**src/rtl/leaf_router.sv**
```systemverilog
// leaf_router: 5-port leaf router (ports 0-3 are NI leaves, port 4 is the uplink).
// Each input has a FIFO. The head flit is routed by its header: group [15:12]
// equal to GROUP_ID selects leaf [11:10], any other group goes to the uplink.
// Foreign-group flits arriving on the uplink are dropped. Each output has an
// independent round-robin arbiter and a registered output stage.
//
// Ports:
//   clk        - rising-edge clock
//   reset      - synchronous, active-high
//   in_data    - 5 x DATA_W input flits, slice p = port p
//   in_valid   - per-port input valid
//   in_ready   - per-port FIFO not full
//   out_data   - 5 x DATA_W registered output flits
//   out_valid  - per-port registered output valid
//   out_ready  - per-port downstream ready
//   drop_count - (only with LEAF_ROUTER_STATS_EN) saturating 8-bit count of
//                uplink drops
//
// Build option: define LEAF_ROUTER_STATS_EN to add the drop_count port.
// FIFO_DEPTH must be a power of two, at least 2. DATA_W must be at least 16.
module leaf_router #(
    parameter int unsigned GROUP_ID   = 1,
    parameter int unsigned DATA_W     = 16,
    parameter int unsigned FIFO_DEPTH = 4
) (
    input  logic                clk,
    input  logic                reset,
    input  logic [5*DATA_W-1:0] in_data,
    input  logic [4:0]          in_valid,
    output logic [4:0]          in_ready,
    output logic [5*DATA_W-1:0] out_data,
    output logic [4:0]          out_valid,
    input  logic [4:0]          out_ready
`ifdef LEAF_ROUTER_STATS_EN
    ,
    output logic [7:0]          drop_count
`endif
);

    localparam int unsigned PTR_W = $clog2(FIFO_DEPTH);
    localparam int unsigned CNT_W = $clog2(FIFO_DEPTH + 1);

    // FIFO storage and state
    logic [DATA_W-1:0] mem_q      [5][FIFO_DEPTH];
    logic [PTR_W-1:0]  wr_ptr_q   [5];
    logic [PTR_W-1:0]  rd_ptr_q   [5];
    logic [CNT_W-1:0]  count_q    [5];

    // Output stage and arbiter state
    logic [2:0]        rr_q       [5];
    logic [DATA_W-1:0] out_data_q [5];
    logic [4:0]        out_valid_q;

    // Combinational routing / arbitration
    logic [DATA_W-1:0] head       [5];
    logic [2:0]        dest       [5];
    logic [4:0]        nonempty;
    logic [4:0]        drop;
    logic [4:0]        push;
    logic [4:0]        pop;
    logic [4:0]        load;
    logic [4:0]        gnt_any;
    logic [2:0]        gnt_idx    [5];

    always_comb begin
        for (int unsigned i = 0; i < 5; i++) begin
            head[i]     = mem_q[i][rd_ptr_q[i]];
            nonempty[i] = (count_q[i] != '0);
            in_ready[i] = (count_q[i] != CNT_W'(FIFO_DEPTH));
            push[i]     = in_valid[i] && in_ready[i];
            if (head[i][15:12] == 4'(GROUP_ID)) begin
                dest[i] = {1'b0, head[i][11:10]};
            end else begin
                dest[i] = 3'd4;
            end
            // Foreign traffic coming down the uplink has nowhere to go.
            drop[i] = (i == 4) && nonempty[i] && (head[i][15:12] != 4'(GROUP_ID));
        end
    end

    // Round-robin per output, searching upward from rr_q[o]. An input requests
    // exactly one output, so it can never win two grants in the same cycle.
    always_comb begin
        int unsigned c;
        c   = 0;
        pop = drop;
        for (int unsigned o = 0; o < 5; o++) begin
            load[o]    = !out_valid_q[o] || out_ready[o];
            gnt_any[o] = 1'b0;
            gnt_idx[o] = '0;
            for (int unsigned k = 0; k < 5; k++) begin
                c = {29'b0, rr_q[o]} + k;
                if (c >= 5) begin
                    c = c - 5;
                end
                if (load[o] && !gnt_any[o] && nonempty[c] && !drop[c] &&
                    (dest[c] == 3'(o))) begin
                    gnt_any[o] = 1'b1;
                    gnt_idx[o] = c[2:0];
                end
            end
            if (gnt_any[o]) begin
                pop[gnt_idx[o]] = 1'b1;
            end
        end
    end

    // FIFO storage is not reset; emptiness is tracked by count/pointers.
    always_ff @(posedge clk) begin
        for (int unsigned i = 0; i < 5; i++) begin
            if (push[i]) begin
                mem_q[i][wr_ptr_q[i]] <= in_data[i*DATA_W +: DATA_W];
            end
        end
    end

    always_ff @(posedge clk) begin
        if (reset) begin
            for (int unsigned i = 0; i < 5; i++) begin
                wr_ptr_q[i]   <= '0;
                rd_ptr_q[i]   <= '0;
                count_q[i]    <= '0;
                rr_q[i]       <= '0;
                out_data_q[i] <= '0;
            end
            out_valid_q <= '0;
        end else begin
            for (int unsigned i = 0; i < 5; i++) begin
                // Pointers wrap naturally because FIFO_DEPTH is a power of two.
                if (push[i]) begin
                    wr_ptr_q[i] <= wr_ptr_q[i] + PTR_W'(1);
                end
                if (pop[i]) begin
                    rd_ptr_q[i] <= rd_ptr_q[i] + PTR_W'(1);
                end
                if (push[i] && !pop[i]) begin
                    count_q[i] <= count_q[i] + CNT_W'(1);
                end else if (pop[i] && !push[i]) begin
                    count_q[i] <= count_q[i] - CNT_W'(1);
                end
            end
            for (int unsigned o = 0; o < 5; o++) begin
                if (load[o]) begin
                    out_valid_q[o] <= gnt_any[o];
                    if (gnt_any[o]) begin
                        out_data_q[o] <= head[gnt_idx[o]];
                        rr_q[o]       <= (gnt_idx[o] == 3'd4) ? 3'd0 : gnt_idx[o] + 3'd1;
                    end
                end
            end
        end
    end

    always_comb begin
        for (int unsigned o = 0; o < 5; o++) begin
            out_data[o*DATA_W +: DATA_W] = out_data_q[o];
        end
        out_valid = out_valid_q;
    end

`ifdef LEAF_ROUTER_STATS_EN
    logic [7:0] drop_cnt_q;

    always_ff @(posedge clk) begin
        if (reset) begin
            drop_cnt_q <= '0;
        end else if (drop[4] && (drop_cnt_q != '1)) begin
            drop_cnt_q <= drop_cnt_q + 8'd1;
        end
    end

    assign drop_count = drop_cnt_q;
`endif

endmodule
```
**config.mk**
```make
export PLATFORM = sky130hd
export DESIGN_NAME = leaf_router
export DESIGN_NICKNAME = d
export VERILOG_FILES = /design/src/rtl/leaf_router.sv
export SDC_FILE = /design/constraint.sdc
export NUM_CORES = 1
export LEC_CHECK = 0
export ABC_AREA = 1
export CELL_PAD_IN_SITES_DETAIL_PLACEMENT = 1
export CELL_PAD_IN_SITES_GLOBAL_PLACEMENT = 2
export CORE_MARGIN = 3
export CORE_UTILIZATION = 40
export CTS_CLUSTER_SIZE = 14
export DETAILED_ROUTE_END_ITERATION = 8
export PLACE_DENSITY_LB_ADDON = 0.1
export REMOVE_ABC_BUFFERS = 1
export SLEW_MARGIN = 20
export SYNTH_ARGS = -nofsm -noshare
export SYNTH_HDL_FRONTEND = slang
export SYNTH_SLANG_ARGS = --single-unit
```
**constraint.sdc**
```tcl
create_clock -name clk -period 8.95 [get_ports clk]
set_input_delay 2.685 -clock clk [delete_from_list [all_inputs] [get_ports clk]]
set_output_delay 2.685 -clock clk [all_outputs]
set_load 0.02 [all_outputs]
```
==> results.yml <==
status:
  status: "finished clean"
finish:
  nets: 3418
  drive_gt1_frac: 0.1008
  syn_to_final_growth_pct: 15.21
  fill_cells: 7652
  register_area_um2: 13610
  multi_input_area_um2: 11690
  antenna_cells: 0
  final_area_um2: 31350
yosys:
  yosysWarnings: 0
  syn_inst: 3086
  synth.area.top_cells: "edfxtp_1, nand2_1, ha_1"
  yosysTopAreaCellShare: 0.4967
  ys_ff_latch: 455
  async_flop_share: 0
  yosysTopAreaCell: "edfxtp_1"
  synth.avg_cell_area_um2: 8.816
  synth_edf_count: 450
  seq_area_frac_synth: 0.5004
  synth.distinct_cells: 71
  synth.cell_area_um2: 27210
  synth_flop_cell: "edfxtp_1"
global_route:
  grt_pass1_wl_um: 151700
  grt-ovfl-total: 0
  grt_antenna_before_repair: 2
  grt_pass1_vias: 23812
  grtUsageTotal: 0.2862
  grt_max_degree: 58
drt:
  final_antenna_net_count: 0
  via_count: 23410
  wl_per_cell_um: 24.86
  drtPass1Iterations: 8
  top_layer: "met5"
  first_iter_violations: 1704
  wl_met3_um: 6635
  wl_um: 102900
  viasPerCell: 5.659
  drc: 0
  met1Wirelength_um: 43420
  route.met2.wl_um: 48550
die:
  rows: 94
  initial_utilization: 0.4087
  dieHeight_um: 266.8
  core-area_um2: 66570
  dieWidth_um: 266.8
  die_area_um2: 71180
  ioPinCount: 182
sta:
  drv_slew: 0
  finalClockSkew_ps: 58.44
  layout_setup_ws_ps: 2501
  rsz0062_at_grt: "no"
  hold_viol: 0
  max_freq_ghz: 0.1551
  period_share: 0.7205
  worst_slew_pin_slew_ps: 1049
  slew_headroom: 0.2954
  final.min_clock_period_ps: 6449
  setup_viol: 0
setup_path:
  crit_required_ps: 9280
  worstSetupPathType: "reg2reg"
  worstSetupEndpointType: "flop"
  start_kind: "flop"
  crit_fanout: 30
  worstPathArrival_ps: 6770
clocking:
  postCtsHoldBufs: 0
  ctsResizeCount: 0
  cts_num_sinks: 455
  cts_setup_buffers: 0
  cts_tree: "built"
  htreeDepth: 2
  clock_latency_ps: 630
  cts_buffer_depth: 3
  clk_pin_slew_worst_paths_ps: 60
  numCtsBuffers: 52
  root_buffer: "clkbuf_16"
placed_design:
  pre_cts_ws_ps: 1959
  place_congestion: 0.9245
  placed_cell_area_um2: 29710
  numPortBuffers: 181
  dp_hpwl_um: 75680
min_path:
  hold_class: "reg2reg"
run:
  drv_cap: 0
## flip-flops by register name, indices dropped and copies added, names as in the netlist
name / flops
mem_q: 320
out_data_q: 80
count_q: 15
rr_q: 15
rd_ptr_q: 10
wr_ptr_q: 10
out_valid: 5
## synthesized netlist by cell type, drive strengths merged (4+ instances only)
cell and n:
a211oi 14, a21oi 188, a221oi 5, a22oi 5
a31oi 9, a32o 10, a32oi 29, buf 60
clkbuf 64, clkinv 5, dfxtp 5, edfxtp 450
fa 4, ha 90, inv 325, nand2 881
nand3 238, nand3b 12, nand4 42, nor2 276
nor3 24, nor4 10, o211ai 32, o21ai 205
o21bai 6, o221ai 4, o22ai 28, or2 5
xnor2 8, xor2 30
## metal layers
| layer | track usage | up-vias |
|---|---|---|
| li1 | - | 10840 |
| met1 | 0.3719 | 11654 |
| met2 | 0.4733 | 730 |
| met3 | 0.05669 | 184 |
| met4 | 0.1101 | 2 |
| met5 | 0 | - |
## worst max-delay path, stage by stage (launching register included)
cell and delay [ps]:
edfxtp_1 640, inv_1 670, nand3_1 160, nand2_1 400, nand2_1 180, nor2_4 490, nand2_1 290, nand2_1 120
nand2_1 60, a21oi_1 220, nand2_1 90, nor2_1 120, nor2_2 80, nand2_1 80, nor2_1 60, nand3_1 120
nand2_2 390, inv_2 510, nand2_1 160, nand2_1 140, nor2_2 60, nand2_2 100, nand2_4 80, fa_1 450
xor2_1 170, xor2_1 170, inv_1 100, nor2_4 40
## through the flow
| step | instances | utilization | hold slack (ps) | TNS, ps |
|---|---|---|---|---|
| 6_report | 4137 | 0.4709 | 603.1 | 0 |
| 3_3_place_gp | 4042 | 0.4463 | 596.9 | 0 |
| 3_5_place_dp | 4042 | 0.4463 | 594.4 | 0 |
| 5_1_grt | 4137 | 0.4709 | 616.6 | 0 |
| 4_1_cts | 4137 | 0.4707 | 604.9 | 0 |
| 2_1_floorplan | 2962 | - | 582.1 | -13.57 |
## layout by cell type (no fill, tap or decap), types with 10 or more instances in the layout
| cell type | count |
|---|---|
| clkbuf_1 | 14 |
| o21ai_0 | 167 |
| nand4_1 | 38 |
| buf_4 | 35 |
| edfxtp_1 | 450 |
| a211oi_1 | 14 |
| clkbuf_16 | 52 |
| nand2_2 | 53 |
| o211ai_1 | 31 |
| inv_2 | 44 |
| clkdlybuf4s50_1 | 181 |
| nand3_1 | 216 |
| nor2_2 | 27 |
| nor3_1 | 22 |
| xor2_1 | 28 |
| a32o_1 | 10 |
| clkinv_1 | 14 |
| ha_1 | 90 |
| nor2_1 | 220 |
| a21oi_1 | 182 |
| inv_1 | 274 |
| a32oi_1 | 29 |
| nand2_1 | 821 |
| nand3_2 | 19 |
| o21ai_1 | 34 |
| o22ai_1 | 26 |
| nand3b_1 | 10 |
| nor2_4 | 25 |
## cell type report
cell class / count / share of cell area
clock inverters: 29 / 0.008622
multi-input cells: 2177 / 0.3731
clock buffers: 66 / 0.04319
flip-flops and latches: 455 / 0.4343
repair buffers: 216 / 0.06618
inverters: 330 / 0.04016
well taps: 864 / 0.03449
## final timing paths
| check | startpoint | to | slack [ps] | cells past startpoint |
|---|---|---|---|---|
| min reg2reg | count_q[1][0]$_SDFFCE_PP0P_ | count_q[1][0]$_SDFFCE_PP0P_ | 600 | 1 |
| min | count_q[1][0]$_SDFFCE_PP0P_ | count_q[1][0]$_SDFFCE_PP0P_ | 600 | 1 |
| max reg2reg | rd_ptr_q[0][7]$_SDFFCE_PP0P_ | count_q[2][2]$_SDFFCE_PP0P_ | 2500 | 27 |
| max | rd_ptr_q[0][7]$_SDFFCE_PP0P_ | count_q[2][2]$_SDFFCE_PP0P_ | 2500 | 27 |
## cells by family after synthesis
logic type / synth area share
xor gates and xnor gates: 0.01279
DFF: 0.5004
adders and majority gates: 0.04433
and+or+nand+nor: 0.2501
buffers and inverters: 0.07179
AOI/OAI and AO/OA: 0.1206
Power is not shown: default switching activity piles up to over one toggle a cycle in this logic, so the estimate is an artifact.
